[src/rtl/polar_psum_collector_pkg.sv]
// Shared types and helpers for the SC polar decoder partial-sum collector.
// The optional FROZEN_CHECK_EN feature lives in the top module.
package polar_psum_collector_pkg;

    typedef enum logic [1:0] {IDLE, COLLECT, DONE} psum_state_e;

    localparam int N_MAX = 1024;

    // Width of the leaf counter for a code of length n (n/2 leaf visits)
    function automatic int leaf_cnt_w(input int n);
        return ($clog2(n / 2) < 1) ? 1 : $clog2(n / 2);
    endfunction

    // Reference x = u * G_N over GF(2) for the lower n bits of u
    function automatic logic [N_MAX-1:0] polar_xform(input logic [N_MAX-1:0] u, input int n);
        logic [N_MAX-1:0] x;
        x = u;
        for (int s = 1; s < n; s = s * 2) begin
            for (int j = 0; j < n; j++) begin
                if ((j & s) == 0) begin
                    x[j] = x[j] ^ x[j + s];
                end
            end
        end
        return x;
    endfunction

endpackage

[src/rtl/polar_psum_collector_if.sv]
// Leaf-decision input channel and decoded-frame output channel of the collector.
interface polar_psum_collector_if #(
    parameter int N = 16
);
    logic         leaf_valid_i;
    logic [1:0]   leaf_bits_i;
    logic         leaf_ready_o;
    logic         out_valid_o;
    logic         out_ready_i;
    logic [N-1:0] u_o;

    modport master (
        output leaf_valid_i, leaf_bits_i, out_ready_i,
        input  leaf_ready_o, out_valid_o, u_o
    );

    modport slave (
        input  leaf_valid_i, leaf_bits_i, out_ready_i,
        output leaf_ready_o, out_valid_o, u_o
    );
endinterface

[src/rtl/polar_psum_collector_butterfly.sv]
// Combinational polar transform x = u * G_N, built as log2(N) XOR butterfly stages.
module polar_butterfly #(
    parameter int N = 16
) (
    input  logic [N-1:0] i_u,
    output logic [N-1:0] o_x
);
    localparam int STAGES = $clog2(N);

    logic [N-1:0] w_stage [0:STAGES];

    assign w_stage[0] = i_u;

    generate
        for (genvar gs = 0; gs < STAGES; gs++) begin : g_stage
            logic [N-1:0] w_nxt;
            for (genvar gi = 0; gi < N; gi++) begin : g_bit
                // Lower half of each butterfly folds in its partner at distance 2^gs
                if (((gi >> gs) % 2) == 0) begin : g_xor
                    assign w_nxt[gi] = w_stage[gs][gi] ^ w_stage[gs][gi + (1 << gs)];
                end else begin : g_pass
                    assign w_nxt[gi] = w_stage[gs][gi];
                end
            end
            assign w_stage[gs+1] = w_nxt;
        end
    endgenerate

    assign o_x = w_stage[STAGES];
endmodule

[src/rtl/polar_psum_collector.sv]
// Collects leaf decisions into u_hat, keeps psum_o = u_hat * G_N registered, hands frames out.
// Optional FROZEN_CHECK_EN: sticky err_o when a frozen position receives a 1.
module polar_psum_collector
    import polar_psum_collector_pkg::*;
#(
    parameter int N = 16
) (
    input  logic                   clk_i,
    input  logic                   rst_ni,
    input  logic                   start_i,
    input  logic [N-1:0]           frozen_i,
    polar_psum_collector_if.slave  bus,
    output logic [N-1:0]           psum_o,
    output logic                   err_o
);
    localparam int LEAVES = N / 2;
    localparam int KW     = leaf_cnt_w(N);

    psum_state_e   r_state;
    psum_state_e   w_state_next;
    logic [KW-1:0] r_k;
    logic [N-1:0]  r_u;
    logic [N-1:0]  r_frozen;
    logic [N-1:0]  r_psum;
    logic [N-1:0]  w_u_next;
    logic [N-1:0]  w_x_next;
    logic          w_transfer;
    logic          w_last;
    logic          w_leaf_ready;
    logic          w_out_valid;

    assign w_transfer = bus.leaf_valid_i & w_leaf_ready;
    assign w_last     = (r_k == KW'(LEAVES - 1));

    // leaf_bits_i[1] lands on the even position u_2k, leaf_bits_i[0] on u_2k+1
    generate
        for (genvar gi = 0; gi < LEAVES; gi++) begin : g_leaf
            assign w_u_next[2*gi]   = (r_k == KW'(gi)) ? (bus.leaf_bits_i[1] & ~r_frozen[2*gi])
                                                       : r_u[2*gi];
            assign w_u_next[2*gi+1] = (r_k == KW'(gi)) ? (bus.leaf_bits_i[0] & ~r_frozen[2*gi+1])
                                                       : r_u[2*gi+1];
        end
    endgenerate

    polar_butterfly #(.N(N)) u_butterfly (
        .i_u (w_u_next),
        .o_x (w_x_next)
    );

    always_ff @(posedge clk_i or negedge rst_ni) begin
        if (!rst_ni) begin
            r_state <= IDLE;
        end else begin
            r_state <= w_state_next;
        end
    end

    always_comb begin
        w_state_next = r_state;
        w_leaf_ready = 1'b0;
        w_out_valid  = 1'b0;
        case (r_state)
            IDLE: begin
                if (start_i) w_state_next = COLLECT;
            end
            COLLECT: begin
                w_leaf_ready = 1'b1;
                if (start_i) begin
                    w_state_next = COLLECT;
                end else if (w_transfer && w_last) begin
                    w_state_next = DONE;
                end
            end
            DONE: begin
                w_out_valid = 1'b1;
                // A start coinciding with the handshake still delivers this frame first
                if (start_i) begin
                    w_state_next = COLLECT;
                end else if (bus.out_ready_i) begin
                    w_state_next = IDLE;
                end
            end
            default: w_state_next = IDLE;
        endcase
    end

    always_ff @(posedge clk_i or negedge rst_ni) begin
        if (!rst_ni) begin
            r_u      <= '0;
            r_k      <= '0;
            r_frozen <= '0;
            r_psum   <= '0;
        end else if (start_i) begin
            r_u      <= '0;
            r_k      <= '0;
            r_frozen <= frozen_i;
            r_psum   <= '0;
        end else if (w_transfer) begin
            r_u      <= w_u_next;
            r_psum   <= w_x_next;
            r_k      <= w_last ? '0 : r_k + KW'(1);
        end
    end

`ifdef FROZEN_CHECK_EN
    logic       r_err;
    logic [1:0] w_frozen_pair;
    logic       w_violation;

    assign w_frozen_pair = r_frozen[{r_k, 1'b0} +: 2];
    assign w_violation   = (bus.leaf_bits_i[1] & w_frozen_pair[0]) |
                           (bus.leaf_bits_i[0] & w_frozen_pair[1]);

    always_ff @(posedge clk_i or negedge rst_ni) begin
        if (!rst_ni) begin
            r_err <= 1'b0;
        end else if (start_i) begin
            r_err <= 1'b0;
        end else if (w_transfer && w_violation) begin
            r_err <= 1'b1;
        end
    end

    assign err_o = r_err;
`else
    assign err_o = 1'b0;
`endif

    assign bus.leaf_ready_o = w_leaf_ready;
    assign bus.out_valid_o  = w_out_valid;
    assign bus.u_o          = r_u;
    assign psum_o           = r_psum;
endmodule

[src/flat_wrapper.sv]
// flat-port wrapper written by rule: the top's interface ports become plain ports
module polar_psum_collector_flat import polar_psum_collector_pkg::*;
#(
    parameter int N = 16
)
  (clk_i, rst_ni, start_i, frozen_i, psum_o, err_o, bus_leaf_valid_i, bus_leaf_bits_i, bus_out_ready_i, bus_leaf_ready_o, bus_out_valid_o, bus_u_o);
  polar_psum_collector_if #(.N(N)) bus_i ();
  input  logic clk_i;
  input  logic rst_ni;
  input  logic start_i;
  input  logic [N-1:0] frozen_i;
  output logic [N-1:0] psum_o;
  output logic err_o;
  input wire logic [$bits(bus_i.leaf_valid_i)-1:0] bus_leaf_valid_i;
  input wire logic [$bits(bus_i.leaf_bits_i)-1:0] bus_leaf_bits_i;
  input wire logic [$bits(bus_i.out_ready_i)-1:0] bus_out_ready_i;
  output wire logic [$bits(bus_i.leaf_ready_o)-1:0] bus_leaf_ready_o;
  output wire logic [$bits(bus_i.out_valid_o)-1:0] bus_out_valid_o;
  output wire logic [$bits(bus_i.u_o)-1:0] bus_u_o;
  assign bus_i.leaf_valid_i = bus_leaf_valid_i;
  assign bus_i.leaf_bits_i = bus_leaf_bits_i;
  assign bus_i.out_ready_i = bus_out_ready_i;
  assign bus_leaf_ready_o = bus_i.leaf_ready_o;
  assign bus_out_valid_o = bus_i.out_valid_o;
  assign bus_u_o = bus_i.u_o;
  polar_psum_collector #(.N(N)) u_core (.clk_i(clk_i), .rst_ni(rst_ni), .start_i(start_i), .frozen_i(frozen_i), .bus(bus_i), .psum_o(psum_o), .err_o(err_o));
endmodule
[config.mk]
export PLATFORM = sky130hd
export DESIGN_NAME = polar_psum_collector_flat
export DESIGN_NICKNAME = d
export VERILOG_FILES = /design/src/rtl/polar_psum_collector_pkg.sv /design/src/rtl/polar_psum_collector_if.sv /design/src/rtl/polar_psum_collector_butterfly.sv /design/src/rtl/polar_psum_collector.sv /design/src/flat_wrapper.sv
export SDC_FILE = /design/constraint.sdc
export NUM_CORES = 1
export LEC_CHECK = 0
export CAP_MARGIN = 20
export CORE_MARGIN = 4
export CORE_UTILIZATION = 47
export CTS_BUF_LIST = sky130_fd_sc_hd__clkbuf_2 sky130_fd_sc_hd__clkbuf_4 sky130_fd_sc_hd__clkbuf_8
export CTS_CLUSTER_DIAMETER = 60
export DETAILED_ROUTE_END_ITERATION = 10
export PLACE_DENSITY = 0.84
export REMOVE_ABC_BUFFERS = 1
export SLEW_MARGIN = 40
export SYNTH_ARGS = -nofsm -noshare
export SYNTH_HDL_FRONTEND = slang
export SYNTH_SLANG_ARGS = --single-unit
[constraint.sdc]
create_clock -name clk_i -period 2.1 [get_ports clk_i]
set_clock_uncertainty 0.15 [all_clocks]
set_input_delay 0.42 -clock clk_i [delete_from_list [all_inputs] [get_ports clk_i]]
set_output_delay 0.42 -clock clk_i [all_outputs]
set_load 0.03 [all_outputs]
## Yosys cells after proc, flatten, opt, wreduce, memory -nomap -nowiden

Index checks and enable logic that the tools add are counted.

| word-level totals | value |
|---|---|
| register bits | 53 |
| RAM bits | 0 |
| memory bits (read-only) | 0 |
| word-level logic and storage cells | 119 |
| memories kept | 0 |
| output and inout port bits | 35 |
| input bits | 23 |
| bits in latches | 0 |

| cells by class | value |
|---|---|
| shift-type cells | 0 |
| eq/ne operators | 12 |
| muxes and demuxes | 31 |
| div/mod/pow operators | 0 |
| bitwise operators | 65 |
| add/sub/neg operators | 1 |
| magnitude comparators | 0 |
| reduce and logical (&&, ||, !) cells | 5 |
| multiply operators | 0 |

Operators by type and width:

| cell | number |
|---|---|
| 16-bit 2-to-1 mux | 4 |
| 1-bit XOR | 32 |
| 1-bit 2-to-1 mux | 18 |
| 1-bit bitwise AND | 17 |
| 1-bit inverter | 16 |
| 3-bit == test (second input constant) | 4 |
| 2-bit 2-to-1 mux | 5 |
| 3-bit 2-to-1 mux | 3 |
| 3-bit by 2-bit == test with 1-bit output (second input constant) | 2 |
| 2-bit one-hot mux with 3 select lines | 1 |
| 3-bit by 1-bit adder with 3-bit output (second input constant) | 1 |
| 3-bit by 1-bit == test with 1-bit output (second input constant) | 1 |
| 3-bit zero test | 1 |
| 3-bit by 2-bit inequality test with 1-bit output (second input constant) | 1 |
| 3-bit inequality test (second input constant) | 1 |
| 3-bit AND reduction | 1 |
| 2-bit by 1-bit == test with 1-bit output (second input constant) | 1 |
| 2-bit == test (second input constant) | 1 |
| 2-bit zero test | 1 |
| 2-bit inequality test (second input constant) | 1 |
| 2-bit nonzero test | 1 |
| 1-bit logical AND | 1 |

## Longest topological paths before layout

| depth | value |
|---|---|
| depth in word-level cells | 9 |
| gate-level depth with buffers | 10 |
| depth with buffers taken out | 9 |

## Modules after synthesis

From an unflattened synthesis, not the netlist that was laid out.

| unflattened totals | value |
|---|---|
| cells, all modules | 222 |
| area total of the unflattened synthesis | 2755.1 sq um |

Modules (own cells, without submodules):

| module | times used | seq. area each (sq um) | cells an instance | area an instance (sq um) |
|---|---|---|---|---|
| polar_psum_collector | 1 | 1326.3 | 190 | 2426.1 |
| polar_butterfly | 1 | 0.0 | 32 | 329.1 |

## Worst setup path before layout

OpenSTA, ideal clock, no wires.

| timing | value |
|---|---|
| path kind | reg-to-reg |
| start | reg u_core.r_k[0] |
| end | reg u_core.r_psum[0] (netlist: u_core.psum_o[0]) |
| cell stages (with the launch flop) | 10 |
| arrival time | 1.980 ns |
| path slack | -0.156 ns |
| period minus slack after synthesis | 2.256 ns |
| data required time | 1.824 ns |
| cell sequence | dfrtp_1 -> ha_1 -> ha_1 -> and3b_1 -> a21oi_1 -> xnor2_2 -> xnor2_2 -> xnor2_2 -> xnor2_1 -> o21ai_1 |

| between the ends | value |
|---|---|
| word-level cells in the longest chain between the ends | 8 |

RTL lines:

| what | RTL line | RTL |
|---|---|---|
| start: declaration | polar_psum_collector.sv:21 | `logic [KW-1:0] r_k;` |
| start signal: assignment | polar_psum_collector.sv:101 | `r_k <= w_last ? '0 : r_k + KW'(1);` |
| 3-bit by 1-bit == test with 1-bit output (tied with other cells) | polar_psum_collector.sv:38, polar_psum_collector.sv:40 |  |
| 1-bit 2-to-1 mux, on equally long branches | polar_psum_collector.sv:38, polar_psum_collector.sv:40 |  |
| 1-bit XOR (3 in a row) | polar_psum_collector_butterfly.sv:20 | `assign w_nxt[gi] = w_stage[gs][gi] ^ w_stage[gs][gi + (1 << gs)];` |
| 1-bit XOR (*) | polar_psum_collector_butterfly.sv:20 |  |
| 16-bit 2-to-1 mux (*) | polar_psum_collector.sv:98 | `end else if (w_transfer) begin` |
| 16-bit 2-to-1 mux (*) | polar_psum_collector.sv:93 | `end else if (start_i) begin` |
| end signal: assignment | polar_psum_collector.sv:100 | `r_psum <= w_x_next;` |
| end: declaration | polar_psum_collector.sv:24 | `logic [N-1:0] r_psum;` |

Every way passes the cells marked *; elsewhere a longest branch is shown, timed or not. The select of a mux whose other input is x is not followed.
A chain may end at the register's enable or synchronous reset.

## Worst setup path in the final report

Same ends and word-level chain as after synthesis.

==> results.md <==
* Outcome: finished with violations
* Failing checks: negative setup slack
* Sinks on the clock net at 52
* Violation count after the first detailed-route iteration at approximately 110
* Post-CTS clock slew at the launch and capture registers of the worst setup and hold paths at 0.09 ns
* Sequential cell area fraction in the yosys report at about half
* ANT cells at 0
* Relative area change from synthesis to final layout at 47.9%
* Worst max-slew margin expressed relative to the limit at between 60 and 70%
* Endpoints failing setup at 6
* Global placer's final weighted congestion at approximately 0.84
* Crit path cell chain: ha_2, ha_4, and3b_1, a21oi_2, xnor2_2, xnor2_2, xnor2_2, xnor2_1, o21ai_1
* Pleak at between 1.5 and 2 nW
* Power density of the placed cells at around 540 nW/um^2
* Area of the mapped netlist at ~2700 sq um
* Number of global-route vias before repair at 2083
* Core Util, Final at between 70 and 80%
* Number of remaining DRC errors at 0
* Max rail drop VDD at roughly 0.38 mV
* Number of iterations in the first detailed-routing pass at 4
* Slowest Stage Delay on Critical Path at 0.39 ns
* Post-route cell area at about 3900 sq um
* Mean number of vias per cell at ~5.3
* Main area contributors after synthesis: sky130_fd_sc_hd__dfrtp_1 49%, sky130_fd_sc_hd__xnor2_1 8.9%, sky130_fd_sc_hd__mux2_2 7.2%
* CTS buffer count at 5
* Pin count of the biggest net entering global routing at 35
* Buffers and inverters on the worst path at 0
* Maximum buffer depth of the clock tree at 2
* Wire length of the first global-routing pass at between 10 and 15 mm
* Post-synth EDFFs at 0
* Kind of cell adding the most delay to the critical path: XOR/XNOR gates
* PortBufs at 56
* Worst setup margin at -0.111 ns
* CP endpoint kind: flip-flop
* Crit path time final at 2.21 ns
* Global-route usage over all layers at 18.0%
* Type of the setup path with the least slack: reg2reg
* Dominant cell type by count on the critical path: sky130_fd_sc_hd__xnor2_2
* Worst setup SP type: flip-flop
* Count of endpoints failing hold in the final timing report at 0
* Post-synthesis async set-or-reset flop share at 100%
* Avg Synthesized Cell Area at 11.0 sq um
* Initial antenna violation count at 0
* Area enclosed by the die boundary at ~6900 sq um
* Io pins at 58
* Number of nets still failing antenna checks after routing at 0
* Buffer type at the clock tree root: sky130_fd_sc_hd__clkbuf_8
* RSZ-0062 raised after global routing: yes
* Final worst path period share at 105%
* Initial standard-cell utilization of the core at between 40% and 50%
* Hpwl dp at 4.34 mm
* Min-delay worst type: reg2reg
* Crit path DAT at roughly 2.3 ns
* Slowest cell on the critical path: sky130_fd_sc_hd__dfrtp_1
* Number of cells in the design after placement at 386
* Detailed-route wire length at 6.55 mm
* Final non-filler cell total at a little over 400
* Share of cells above drive strength 1 at 33.8%
* Yosys warnings at 0
* Clock latency of the later-clocked register in the worst-skew pair at approximately 0.31 ns
* Most common flop cell mapped by yosys: sky130_fd_sc_hd__dfrtp_1
* Total number of vias at between 2000 and 2500
* Cell taking the most area after synthesis: sky130_fd_sc_hd__dfrtp_1
* Fmax at between 0.4 and 0.5 GHz
* Most frequent standard cell in the layout excluding fill and tap cells: sky130_fd_sc_hd__dfrtp_1
* Number of nets in the layout at between 300 and 400
* Wirelength per Cell at 16.2 microns
* Placeable Area at 5470 sq um
* Synthesized instance count at roughly 240
* Proportion of netlist area held by the largest area contributor at roughly 50%
* Most frequent cells in the layout: 51 x sky130_fd_sc_hd__dfrtp_1, 50 x sky130_fd_sc_hd__clkdlybuf4s50_1, 36 x sky130_fd_sc_hd__nand2_1, 32 x sky130_fd_sc_hd__buf_4, 29 x sky130_fd_sc_hd__o21ai_0
* Clock tree from TritonCTS: done
* Overflow left after global routing at 0
* Die X at between 80 and 90 microns
* Transition time of the tightest slew-check pin at between 0.5 and 0.6 ns
* Required time at the worst-slack endpoint at 2.16 ns
* Maximum fanout along the worst path at 3
* Number of maximum-capacitance violations at 0
* Cell variety after synth at 29
* Standard-cell rows at 27
* Area after detailed placement at 3510 sq um
* Number of slew-limit violations in the final report at 0
* H-tree levels at 2
* Die H at about 83 microns
* Post-synthesis sequential element count at between 50 and 60
## layer usage
layer  vias up  part of all wire, %  GRT usage (%)
li1        997                    -              -
met1      1050                   40           21.4
met2        67                   51           31.3
met3        19                  5.8           4.76
met4         0                  3.1           6.69
met5         -                    0              0
## synthesized netlist by cell type, types with 3 or more instances
library cell / number
sky130_fd_sc_hd__dfrtp_1: 52
sky130_fd_sc_hd__nand2_1: 37
sky130_fd_sc_hd__o21ai_0: 30
sky130_fd_sc_hd__xnor2_1: 27
sky130_fd_sc_hd__mux2_2: 17
sky130_fd_sc_hd__a21oi_1: 11
sky130_fd_sc_hd__clkbuf_1: 8
sky130_fd_sc_hd__ha_1: 7
sky130_fd_sc_hd__inv_1: 7
sky130_fd_sc_hd__and4b_1: 6
sky130_fd_sc_hd__a21oi_2: 4
sky130_fd_sc_hd__xnor2_2: 4
sky130_fd_sc_hd__buf_4: 3
sky130_fd_sc_hd__nand2b_1: 3
sky130_fd_sc_hd__nor4bb_1: 3
## worst register-to-register path: stages, from the launching register on
cell and delay [ns]:
sky130_fd_sc_hd__dfrtp_1 0.39, sky130_fd_sc_hd__ha_2 0.23, sky130_fd_sc_hd__ha_4 0.18, sky130_fd_sc_hd__and3b_1 0.17
sky130_fd_sc_hd__a21oi_2 0.17, sky130_fd_sc_hd__xnor2_2 0.14, sky130_fd_sc_hd__xnor2_2 0.29, sky130_fd_sc_hd__xnor2_2 0.18
sky130_fd_sc_hd__xnor2_1 0.14, sky130_fd_sc_hd__o21ai_1 0.07
## area by class of cell
cell class | instances | area (sq um)
Clock buffer | 8 | 97.6
Fill cell | 357 | 1550
Inverter | 7 | 31.3
Multi-Input combinational cell | 170 | 1510
Sequential cell | 52 | 1300
Tap cell | 72 | 90.1
Timing Repair Buffer | 94 | 895
## logic make-up (layout without fill, tap and decap cells)
kind of cell    count (synthesis)  count (layout)  synth area share [%]
simple gates                   59              59                  12.5
compound gates                 53              53                  12.6
flops                          52              52                  49.1
xor+xnor                       33              33                  12.0
buf+inv                        19             109                  3.16
mux                            17              17                  7.22
fa+ha+maj                       7               7                  3.30
other cells                     1               1                 0.141
## power by group
part           switching, mW  leakage (nW)  internal [mW]
clock                  0.321        0.0523          0.295
combinational          0.188         0.949          0.215
sequential            0.0326         0.680           1.05
## timing repair
item / CTS / global route
resized for setup: 33 / 17
pin swaps: 16 / 13
gates cloned: 0 / 0
hold buffers: 1 / 0
buffers inserted: 3 / 5
hold endpoints to repair: 21 / 0
endpoints found under the setup margin: 10 / 11
## final timing paths
path / depth (start not counted) / from / slack (ns) / endpoint
max in group asynchronous: 3 / rst_ni / 0.79 / u_core.r_k[2]
worst min register to register: 1 / u_core.r_state[1] / 0.33 / u_core.r_state[0]
worst min-delay path: 1 / u_core.r_state[1] / 0.33 / u_core.r_state[0]
worst max register to register: 9 / u_core.r_k[0] / -0.11 / u_core.psum_o[0]
min in group asynchronous: 2 / rst_ni / 0.45 / u_core.psum_o[10]
worst max-delay path: 9 / u_core.r_k[0] / -0.11 / u_core.psum_o[0]
## flip-flops by register name (all words and copies together) (netlist names)
| register | cells |
|---|---|
| u_core.r_k | 3 |
| u_core.bus.u_o | 16 |
| u_core.r_state | 2 |
| u_core.psum_o | 15 |
| u_core.r_frozen | 16 |
## per-stage QoR
stage	total power, mW	worst slack [ns]	hold WS, ns	TNS [ns]
after global placement	1.44	-0.401	0.257	-3.25
final	2.10	-0.111	0.329	-0.492
after global routing	2.18	-0.224	0.344	-1.36
after floorplan	1.27	-0.382	-0.0256	-9.34
after CTS	2.08	-0.0551	0.331	-0.160
after detailed placement	1.45	-0.505	0.267	-4.09
Power figures use the tool's default switching activity.
